`src/rtl/onehot_scan_pkg.sv`:
```
// Shared types and constants for the one-hot scan decoder.
package onehot_scan_pkg;
    typedef enum logic [1:0] {
        ST_IDLE   = 2'd0,
        ST_ACTIVE = 2'd1,
        ST_BLANK  = 2'd2
    } state_t;

    localparam logic MODE_MANUAL = 1'b0;
    localparam logic MODE_SCAN   = 1'b1;
endpackage

```
`src/rtl/onehot_scan_decoder_if.sv`:
```
// Control and line bundle between the driving logic and the scan decoder.
interface onehot_scan_decoder_if #(
    parameter int SEL_WIDTH = 3,
    parameter int OUT_WIDTH = 7
);
    logic                 en;
    logic                 mode;
    logic [SEL_WIDTH-1:0] sel;
    logic [OUT_WIDTH-1:0] out;
    logic [SEL_WIDTH-1:0] cur_code;
    logic                 frame_done;

    modport master (output en, mode, sel, input out, cur_code, frame_done);
    modport slave  (input en, mode, sel, output out, cur_code, frame_done);
endinterface

```
`src/rtl/onehot_decode.sv`:
```
// Combinational code-to-one-hot decode; code 0 and out-of-range codes give all zeros.
module onehot_decode #(
    parameter int SEL_WIDTH = 3,
    parameter int OUT_WIDTH = 7
) (
    input  logic [SEL_WIDTH-1:0] code,
    output logic [OUT_WIDTH-1:0] onehot
);
    always_comb begin
        onehot = '0;
        for (int k = 1; k <= OUT_WIDTH; k++) begin
            if (code == SEL_WIDTH'(k)) onehot[k-1] = 1'b1;
        end
    end
endmodule

```
`src/rtl/onehot_scan_decoder.sv`:
```
// Registered one-hot decoder with manual select and timed auto-scan with blanking.
module onehot_scan_decoder
    import onehot_scan_pkg::*;
#(
    parameter int SEL_WIDTH    = 3,
    parameter int OUT_WIDTH    = 7,
    parameter int DWELL_CYCLES = 4,
    parameter int BLANK_CYCLES = 1,
    parameter bit ACTIVE_LOW   = 1'b0
) (
    input  logic                  clk,
    input  logic                  rst_n,
    onehot_scan_decoder_if.slave  bus
);
    localparam int CNT_MAX = (DWELL_CYCLES > BLANK_CYCLES) ? DWELL_CYCLES : BLANK_CYCLES;
    localparam int CNT_W   = $clog2(CNT_MAX + 1);
    localparam logic [CNT_W-1:0]     DWELL_LAST = CNT_W'(DWELL_CYCLES - 1);
    localparam logic [CNT_W-1:0]     BLANK_LAST = CNT_W'((BLANK_CYCLES > 0) ? BLANK_CYCLES - 1 : 0);
    localparam logic [SEL_WIDTH-1:0] MAX_CODE   = SEL_WIDTH'(OUT_WIDTH);
    localparam logic [SEL_WIDTH-1:0] FIRST_CODE = SEL_WIDTH'(1);

    if (OUT_WIDTH > 2**SEL_WIDTH - 1) begin : g_bad_out_width
        initial $error("onehot_scan_decoder: OUT_WIDTH %0d exceeds 2**SEL_WIDTH-1", OUT_WIDTH);
    end
    if (DWELL_CYCLES < 1) begin : g_bad_dwell
        initial $error("onehot_scan_decoder: DWELL_CYCLES must be at least 1");
    end

    state_t               state_q, state_n;
    logic [CNT_W-1:0]     dwell_q, dwell_n;
    logic [CNT_W-1:0]     blank_q, blank_n;
    logic [SEL_WIDTH-1:0] scan_q, scan_n;
    logic [SEL_WIDTH-1:0] code_q, code_n;
    logic                 frame_q, frame_n;
    logic [OUT_WIDTH-1:0] onehot_q, onehot_n;
    logic [SEL_WIDTH-1:0] next_scan;

    // scan_q remembers the last lit channel so BLANK knows where to resume
    assign next_scan = (scan_q == MAX_CODE) ? FIRST_CODE : scan_q + FIRST_CODE;

    always_comb begin
        state_n = state_q;
        dwell_n = dwell_q;
        blank_n = blank_q;
        scan_n  = scan_q;
        code_n  = code_q;
        frame_n = 1'b0;
        if (!bus.en) begin
            state_n = ST_IDLE;
            dwell_n = '0;
            blank_n = '0;
            scan_n  = '0;
            code_n  = '0;
        end else if (bus.mode == MODE_MANUAL) begin
            state_n = ST_IDLE;
            dwell_n = '0;
            blank_n = '0;
            scan_n  = '0;
            code_n  = (bus.sel <= MAX_CODE) ? bus.sel : '0;
        end else begin
            case (state_q)
                ST_IDLE: begin
                    state_n = ST_ACTIVE;
                    dwell_n = '0;
                    blank_n = '0;
                    scan_n  = FIRST_CODE;
                    code_n  = FIRST_CODE;
                end
                ST_ACTIVE: begin
                    if (dwell_q == DWELL_LAST) begin
                        dwell_n = '0;
                        frame_n = (scan_q == MAX_CODE);
                        if (BLANK_CYCLES > 0) begin
                            state_n = ST_BLANK;
                            blank_n = '0;
                            code_n  = '0;
                        end else begin
                            scan_n = next_scan;
                            code_n = next_scan;
                        end
                    end else begin
                        dwell_n = dwell_q + 1'b1;
                    end
                end
                ST_BLANK: begin
                    if (blank_q == BLANK_LAST) begin
                        state_n = ST_ACTIVE;
                        blank_n = '0;
                        scan_n  = next_scan;
                        code_n  = next_scan;
                    end else begin
                        blank_n = blank_q + 1'b1;
                    end
                end
                default: begin
                    state_n = ST_IDLE;
                    dwell_n = '0;
                    blank_n = '0;
                    scan_n  = '0;
                    code_n  = '0;
                end
            endcase
        end
    end

    // decode the next code so the lines are registered alongside cur_code
    onehot_decode #(
        .SEL_WIDTH (SEL_WIDTH),
        .OUT_WIDTH (OUT_WIDTH)
    ) u_decode (
        .code   (code_n),
        .onehot (onehot_n)
    );

    always_ff @(posedge clk or negedge rst_n) begin
        if (!rst_n) begin
            state_q  <= ST_IDLE;
            dwell_q  <= '0;
            blank_q  <= '0;
            scan_q   <= '0;
            code_q   <= '0;
            frame_q  <= 1'b0;
            onehot_q <= '0;
        end else begin
            state_q  <= state_n;
            dwell_q  <= dwell_n;
            blank_q  <= blank_n;
            scan_q   <= scan_n;
            code_q   <= code_n;
            frame_q  <= frame_n;
            onehot_q <= onehot_n;
        end
    end

    assign bus.out        = ACTIVE_LOW ? ~onehot_q : onehot_q;
    assign bus.cur_code   = code_q;
    assign bus.frame_done = frame_q;
endmodule

```
`src/flat_wrapper.sv`:
```
// flat-port wrapper written by rule: the top's interface ports become plain ports
module onehot_scan_decoder_flat import onehot_scan_pkg::*;
#(
    parameter int SEL_WIDTH    = 3,
    parameter int OUT_WIDTH    = 7,
    parameter int DWELL_CYCLES = 4,
    parameter int BLANK_CYCLES = 1,
    parameter bit ACTIVE_LOW   = 1'b0
)
  (clk, rst_n, bus_en, bus_mode, bus_sel, bus_out, bus_cur_code, bus_frame_done);
  onehot_scan_decoder_if #(.SEL_WIDTH(SEL_WIDTH), .OUT_WIDTH(OUT_WIDTH)) bus_i ();
  input  logic clk;
  input  logic rst_n;
  input wire logic [$bits(bus_i.en)-1:0] bus_en;
  input wire logic [$bits(bus_i.mode)-1:0] bus_mode;
  input wire logic [$bits(bus_i.sel)-1:0] bus_sel;
  output wire logic [$bits(bus_i.out)-1:0] bus_out;
  output wire logic [$bits(bus_i.cur_code)-1:0] bus_cur_code;
  output wire logic [$bits(bus_i.frame_done)-1:0] bus_frame_done;
  assign bus_i.en = bus_en;
  assign bus_i.mode = bus_mode;
  assign bus_i.sel = bus_sel;
  assign bus_out = bus_i.out;
  assign bus_cur_code = bus_i.cur_code;
  assign bus_frame_done = bus_i.frame_done;
  onehot_scan_decoder #(.SEL_WIDTH(SEL_WIDTH), .OUT_WIDTH(OUT_WIDTH), .DWELL_CYCLES(DWELL_CYCLES), .BLANK_CYCLES(BLANK_CYCLES), .ACTIVE_LOW(ACTIVE_LOW)) u_core (.clk(clk), .rst_n(rst_n), .bus(bus_i));
endmodule
```
`config.mk`:
```
export PLATFORM = sky130hd
export DESIGN_NAME = onehot_scan_decoder_flat
export DESIGN_NICKNAME = d
export VERILOG_FILES = /design/src/rtl/onehot_scan_pkg.sv /design/src/rtl/onehot_scan_decoder_if.sv /design/src/rtl/onehot_decode.sv /design/src/rtl/onehot_scan_decoder.sv /design/src/flat_wrapper.sv
export SDC_FILE = /design/constraint.sdc
export NUM_CORES = 1
export LEC_CHECK = 0
export CORE_MARGIN = 8
export CORE_UTILIZATION = 40
export DETAILED_ROUTE_END_ITERATION = 7
export PLACE_DENSITY_LB_ADDON = 0.05
export SLEW_MARGIN = 20
export SYNTH_ARGS = -nofsm -noshare
export SYNTH_HDL_FRONTEND = slang
export SYNTH_SLANG_ARGS = --single-unit
```
`constraint.sdc`:
```
create_clock -name clk -period 1.7 [get_ports clk]
set_input_delay 0.255 -clock clk [delete_from_list [all_inputs] [get_ports clk]]
set_output_delay 0.255 -clock clk [all_outputs]
set_load 0.03 [all_outputs]
```
==> summary.md, run 1 <==
| Metric | Value |
|---|---|
| Crit path required time | `between 1.5 and 2 ns` |
| Worst Hold Class | `in2async` |
| Setup TNS | `0 ns` |
| Largest net degree at the start of global routing | `23` |
| DP Worst Slack | `-0.1981 ns` |
| Slowest-stage cell, CP | `dfrtp_1` |
| CTS H-Tree Depth | `1` |
| Slew margin rel. | `0.7799` |
| Number of port buffers | `17` |
| Final-report setup violation count | `0` |
| Placement row count | `18` |
| MaxCap Viol Count | `0` |
| Final min period | `around 1.6 ns` |
| Hold_buf cts | `0` |
| Avg WL per Cell | `~16 µm` |
| Vias in the first global route | `between 900 and 1000` |
| Synth warn | `0` |
| Synth async-reset ratio | `1.000` |
| Clk_lat worst skew | `a little over 0.3 ns` |
| RSZ-0062 raised after global routing | `true` |
| CP Capture Type | `flip-flop` |
| Placeable Area | `about 0.0025 mm²` |
| WS Path Type | `reg2reg` |
| Seq/Total Area, Yosys | `0.5201` |
| Layout cells sized above 1 | `0.4236` |
| Post-Syn Area | `about 0.0011 mm²` |
| Max Fclk | `609.2 MHz` |
| Initial Util | `0.4234` |
| Global-route wire length before repair | `about 4.6 mm` |
| Clock tree buffer depth | `2` |
| Critical-path maximum fanout | `4` |
| Clock slew at the register clock pins of the worst setup and hold paths | `0.12 ns` |
| Critical Path Source Type | `flip-flop` |
| Vias | `898` |
| Pwr dens | `between 600 and 700 mW/mm²` |
| Synth unique cells | `32` |
| Gr ovfl total | `0` |
| Cells after synthesis | `94` |
| Maximum vdd ir drop | `0.5213 mV` |
| EDFF count, synth | `0` |
| Diode count | `0` |
| Worst Path Arrival | `between 1.5 and 2 ns` |
| Num CTS Buffers | `3` |
| Final HPWL DP | `roughly 2.0 mm` |
| Routed vias/inst | `a little over 5` |
| Worst slew pin tran | `about 0.33 ns` |
| Worst path cell trace | `ha_2 -> ha_4 -> nand4bb_4 -> o211a_1 -> o221ai_2 -> inv_2 -> nor3_2` |
| Fin crit share | `0.9655` |
| Die Wd | `67.44 µm` |
| Area growth, synth to finish | `54.37%` |
| Total power | `between 1 and 1.5 mW` |
| Pleak | `between 0.7 and 0.8 nW` |
| Clock sink count | `22` |
| Syn nets | `about 110` |
| Pins Over Slew Limit | `0` |
| Post-route DRC | `0` |
| I/O pins | `18` |
| Iter 0 DRT Violations | `between 50 and 60` |
| Register bit total from synthesis | `22` |
| Tot GR Track Use | `0.1367` |
| Root Buffer | `clkbuf_4` |
| CTS tree | `done` |
| Initial antenna violation count | `0` |
| Final hold vios | `0` |
| Dpl cells | `about 170` |
| Worst path max stage delay | `0.41 ns` |
| DRT Pass-1 Iters | `4` |
| GPL Wtd Cong | `0.8791` |
| FF-to-FF path depth | `7` |
| Synth Flop Type | `dfrtp_1` |
| Worst Skew | `just over 0.009 ns` |
| PnR worst setup slack | `0.05861 ns` |
| Number of cells in the finished layout apart from fillers | `about 170` |
| Status | `completed` |
| Final nets | `157` |
| Antenna Nets Post-Route | `0` |
| Die area | `about 0.0045 mm²` |
| Die Ht | `approximately 67 µm` |
| Avg Inst Size Synth | `approximately 11 µm²` |
| Post-Route WL | `between 2 and 3 mm` |
==> worst max-delay path: cells and delay by family (launching register included) <==
| family | cells | cell delay, ns |
|---|---|---|
| AO/OA/AOI/OAI | 2 | 0.34 |
| adder cells (fa/ha/maj) | 2 | 0.36 |
| buffers and inverters | 1 | 0.10 |
| flip-flops | 1 | 0.41 |
| AND/OR/NAND/NOR | 2 | 0.36 |
==> cell usage after synthesis (2+ instances only) <==
master,instances,area (µm²)
nand2b_1,5,31.28
nor2b_1,4,25.02
inv_2,2,7.510
inv_1,4,15.01
a32o_1,2,20.02
a22oi_1,2,15.01
nor2_1,4,15.01
o221ai_1,2,17.52
a31oi_4,2,42.54
o21ai_0,3,15.01
nor3_1,10,50.05
mux2_2,2,22.52
o21ai_1,2,10.01
dfrtp_1,22,550.5
nand2_1,6,22.52
a21oi_1,2,10.01
ha_1,5,62.56
==> worst paths after layout <==
| check | startpoint | to | slack (ns) |
|---|---|---|---|
| hold reg to reg | u_core.dwell_q[0]$_DFFE_PN0P_ | u_core.dwell_q[0]$_DFFE_PN0P_ | 0.50 |
| setup reg to reg | u_core.scan_q[1]$_DFFE_PN0P_ | u_core.bus.out[1]$_DFF_PN0_ | 0.06 |
| setup / recovery | u_core.scan_q[1]$_DFFE_PN0P_ | u_core.bus.out[1]$_DFF_PN0_ | 0.06 |
| max in group asynchronous | rst_n | u_core.bus.cur_code[1]$_DFF_PN0_ | 1.19 |
| hold / removal | rst_n | u_core.state_q[1]$_DFFE_PN0P_ | 0.27 |
| min in group clk | u_core.dwell_q[0]$_DFFE_PN0P_ | u_core.dwell_q[0]$_DFFE_PN0P_ | 0.50 |
==> per-stage QoR <==
step | instance area, µm² | hold slack [ns] | util
CTS | 1585 | 0.2762 | 0.6341
detailed placement | 1451 | 0.4779 | 0.5806
global placement | 1451 | 0.4759 | 0.5806
global route | 1634 | 0.2962 | 0.6537
finish | 1634 | 0.2747 | 0.6537
floorplan | 1065 | -0.04059 | -
==> sequential cells by signal, indices dropped and copies added, names as in the netlist <==
name	cells
u_core.dwell_q	3
u_core.bus.frame_done	1
u_core.state_q	2
u_core.blank_q	3
u_core.bus.cur_code	3
u_core.bus.out	7
u_core.scan_q	3
==> per-layer routing <==
layer  track usage  vias to the layer above  routed length [µm]
li1              -                      445                   -
met1        0.1469                      432                1121
met2        0.2485                       16                1427
met3       0.03642                        5                 140
met4       0.05483                        0                  44
met5             0                        -                   0
==> area by class of cell <==
type	instances	area, µm²
Inverter	6	22.52
Sequential cell	22	550.5
Fill cell	202	865.8
Multi-Input combinational cell	63	565.5
Clock buffer	4	36.28
Tap cell	30	37.54
Timing Repair Buffer	49	421.7
==> kinds of logic (layout without fill, tap and decap cells) <==
logic type	Yosys count	count (layout)	synth area share
AOI/OAI and AO/OA	22	22	0.1809
adders and majority gates	5	5	0.05910
buffers and inverters	9	59	0.04373
DFF	22	22	0.5201
muxes	2	2	0.02128
and+or+nand+nor	34	34	0.1749
==> layout by cell type, fill, tap and decap left out, drive strengths merged <==
| master | count |
|---|---|
| a32o | 3 |
| mux2 | 2 |
| a22o | 1 |
| ha | 5 |
| dlymetal6s2s | 3 |
| clkdlybuf4s50 | 14 |
| and4b | 1 |
| and4 | 1 |
| nor2b | 4 |
| nand3 | 1 |
| o211a | 1 |
| inv | 6 |
| nor3 | 10 |
| dfrtp | 22 |
| a31oi | 2 |
| nand2 | 6 |
| o22ai | 1 |
| o31ai | 1 |
| a22oi | 2 |
| o21ai | 5 |
| or3 | 1 |
| nand4bb | 1 |
| clkbuf | 4 |
| o221ai | 2 |
| buf | 32 |
| a211o | 1 |
| nor2 | 4 |
| a21oi | 2 |
| nand2b | 5 |
| a221oi | 1 |
==> repair_timing <==
item                       4_1_cts  5_1_grt
setup buffers                    4        1
setup endpoints to repair        8       15
hold endpoints to repair         0        0
gates resized for setup         13       11
pin swaps                        7        9
==> report_power, final <==
group / switching [mW] / internal [mW]
sequential: 0.0126 / 0.537
combinational: 0.0951 / 0.0877
clock: 0.155 / 0.131
(Power assumes the default switching activity.)
==> run 2: changes to the inputs <==
- CTS_CLUSTER_DIAMETER: unset -> 200
- SETUP_SLACK_MARGIN: unset -> 0.1
==> run 2 against run 1 <==
Net effect:
- via count is 3.0% higher
- critical path type unchanged
- die area is the same
- worst setup slack worse by 0.036 ns
==> summary.md, run 2 (synthesized netlist as in run 1, its figures left out) <==
| Metric | Value |
|---|---|
| Status | `completed` |
| Vias in the first global route | `962 (-1.6%)` |
| Area growth, synth to finish | `58.04%` |
| Routed vias/inst | `5.286 (+2.4%)` |
| Iter 0 DRT Violations | `11 (-81%)` |
| Pins Over Slew Limit | `0 (unchanged)` |
| Vias | `925 (+3.0%)` |
| Clock slew at the register clock pins of the worst setup and hold paths | `0.12 ns (about the same)` |
| RR Endpoint | `u_core.bus.out[4]$_DFF_PN0_` |
| CP Capture Type | `flip-flop` |
| MaxCap Viol Count | `0 (unchanged)` |
| DRT Pass-1 Iters | `4 (unchanged)` |
| Pwr dens | `621.1 mW/mm² (-0.39%)` |
| Max reg flops | `7 (unchanged)` |
| Layout cells sized above 1 | `0.4483 (+0.02466)` |
| Critical Path Source Type | `flip-flop` |
| Dpl cells | `164 (-0.61%)` |
| Slew margin rel. | `0.7713 (-0.008595)` |
| Initial antenna violation count | `0 (unchanged)` |
| Pleak | `0.8575 nW (+7.3%)` |
| Avg WL per Cell | `16.58 µm (+5.6%)` |
| Initial Util | `0.4234 (unchanged)` |
| Max Fclk | `596.0 MHz (-2.2%)` |
| Final-report setup violation count | `0 (unchanged)` |
| Fin crit share | `0.9869 (+0.02141)` |
| I/O pins | `18 (unchanged)` |
| Placement row count | `18 (unchanged)` |
| FF-to-FF Start | `u_core.scan_q[1]$_DFFE_PN0P_` |
| Num CTS Buffers | `3 (unchanged)` |
| Setup slack, reg-to-reg | `0.02 ns (-0.04 ns)` |
| Largest net degree at the start of global routing | `23 (unchanged)` |
| Final nets | `158 (+0.64%)` |
| Global-route wire length before repair | `4.540 mm (-0.90%)` |
| Post-Route WL | `2.902 mm (+6.2%)` |
| Antenna Nets Post-Route | `0 (unchanged)` |
| Final hold vios | `0 (unchanged)` |
| Final min period | `1.678 ns (+0.03640 ns)` |
| Internal cell power | `0.7571 mW (+0.17%)` |
| Diode count | `0 (unchanged)` |
| WS Path Type | `reg2reg` |
| Number of port buffers | `17 (unchanged)` |
| Die Wd | `67.44 µm (unchanged)` |
| Sequential Power Share | `0.531 (-0.009)` |
| Maximum vdd ir drop | `0.5532 mV (+6.1%)` |
| Gr ovfl total | `0 (unchanged)` |
| Tot GR Track Use | `0.1357 (-0.001040)` |
| CTS H-Tree Depth | `1 (unchanged)` |
| Worst Path Arrival | `1.90 ns (+0.03 ns)` |
| Clock tree buffer depth | `2 (unchanged)` |
| FF-to-FF path depth | `7 (unchanged)` |
| Die Ht | `67.44 µm (unchanged)` |
| Worst Hold Class | `in2async` |
| Post-route DRC | `0 (unchanged)` |
| Clk_lat worst skew | `0.32 ns (about the same)` |
| Hold_buf cts | `0 (unchanged)` |
| NetSw | `0.2819 mW (+7.1%)` |
| Worst slew pin tran | `0.3424 ns (+0.01287 ns)` |
| Combinational fraction of design power | `0.184 (+0.005)` |
| RSZ-0062 raised after global routing | `true` |
| Total power | `1.039 mW (+2.0%)` |
| Root Buffer | `clkbuf_4` |
| Clk pwr share | `0.285 (+0.004)` |
| Most common cell after layout, fill and taps aside | `buf_4` |
| Clock sink count | `22 (unchanged)` |
| Sw Ratio | `0.2713 (+0.01309)` |
| Final HPWL DP | `2.079 mm (+4.7%)` |
| Die area | `0.004548 mm² (unchanged)` |
| Worst Skew | `0.001020 ns (-0.008099 ns)` |
| GPL Wtd Cong | `0.8124 (-7.6%)` |
| Crit path required time | `1.92 ns (about the same)` |
| Critical-path maximum fanout | `4 (unchanged)` |
| Hold Slack | `0.2647 ns (-0.01006 ns)` |
| Number of cells in the finished layout apart from fillers | `175 (+0.57%)` |
| Most frequent cells in the layout | `28 x buf_4, 22 x dfrtp_1, 8 x dlygate4sd2_1` |
| CTS tree | `done` |
| Placeable Area | `0.002500 mm² (unchanged)` |
==> run 2: metrics by stage <==
step / cell area, µm² / setup WS (ns) / setup TNS, ns / util
final: 1673 / 0.02221 / 0 / 0.6692
after global routing: 1673 / -0.03788 / -0.1967 / 0.6692
after CTS: 1583 / 0.004198 / 0 / 0.6331
after detailed placement: 1451 / -0.1479 / -0.6821 / 0.5806
after global placement: 1451 / -0.1083 / -0.3969 / 0.5806
after floorplan: 1072 / 0.1025 / 0 / -
==> run 2: final cells by class <==
cell class | instances | area (µm²)
flip-flops and latches | 22 | 550.5
multi-input cells | 63 | 591.8
inverters | 6 | 22.52
clock buffers | 4 | 36.28
repair buffers | 50 | 434.2
well taps | 30 | 37.54
fillers | 206 | 827.0
==> run 2: worst max-delay path, stage by stage, from the launching register on <==
cell and delay [ns]:
dfrtp_1 0.41, ha_2 0.20, ha_4 0.15, nand4bb_4 0.19, o211a_1 0.17, o221ai_2 0.21, buf_4 0.20, nor3_2 0.05
==> run 2: power by group through the flow <==
stage                     registers (mW)  clock network [mW]  logic [mW]
after global routing               0.553               0.315       0.207
after floorplan                    0.574                   0      0.0613
after detailed placement           0.561                   0       0.168
after global placement             0.561                   0       0.166
final                              0.551               0.296       0.191
after CTS                          0.551               0.298       0.174
==> run 2: per-layer routing <==
metal | track usage | vias up | part of all wire
li1 | - | 446 | -
met1 | 0.1450 | 456 | 0.40
met2 | 0.2425 | 19 | 0.53
met3 | 0.03477 | 4 | 0.047
met4 | 0.06789 | 0 | 0.020
met5 | 0 | - | 0
==> run 2: worst max-delay path by stage <==
stage / from / end / slack (ns)
after floorplan: u_core.scan_q[0]$_DFFE_PN0P_ / u_core.bus.out[3]$_DFF_PN0_ / 0.10
after CTS: u_core.scan_q[1]$_DFFE_PN0P_ / u_core.bus.out[5]$_DFF_PN0_ / 0.004
after global placement: bus_en / u_core.bus.out[0]$_DFF_PN0_ / -0.11
final: u_core.scan_q[1]$_DFFE_PN0P_ / u_core.bus.out[4]$_DFF_PN0_ / 0.02
after detailed placement: bus_en / u_core.bus.out[4]$_DFF_PN0_ / -0.15
after global routing: u_core.blank_q[1]$_DFFE_PN0P_ / u_core.bus.out[3]$_DFF_PN0_ / -0.04
==> run 2: what timing repair did <==
action	4_1_cts	5_1_grt
cloned	0	0
resized for setup	25	13
setup endpoints to repair	18	17
setup buffers	4	3
pin swaps	10	12
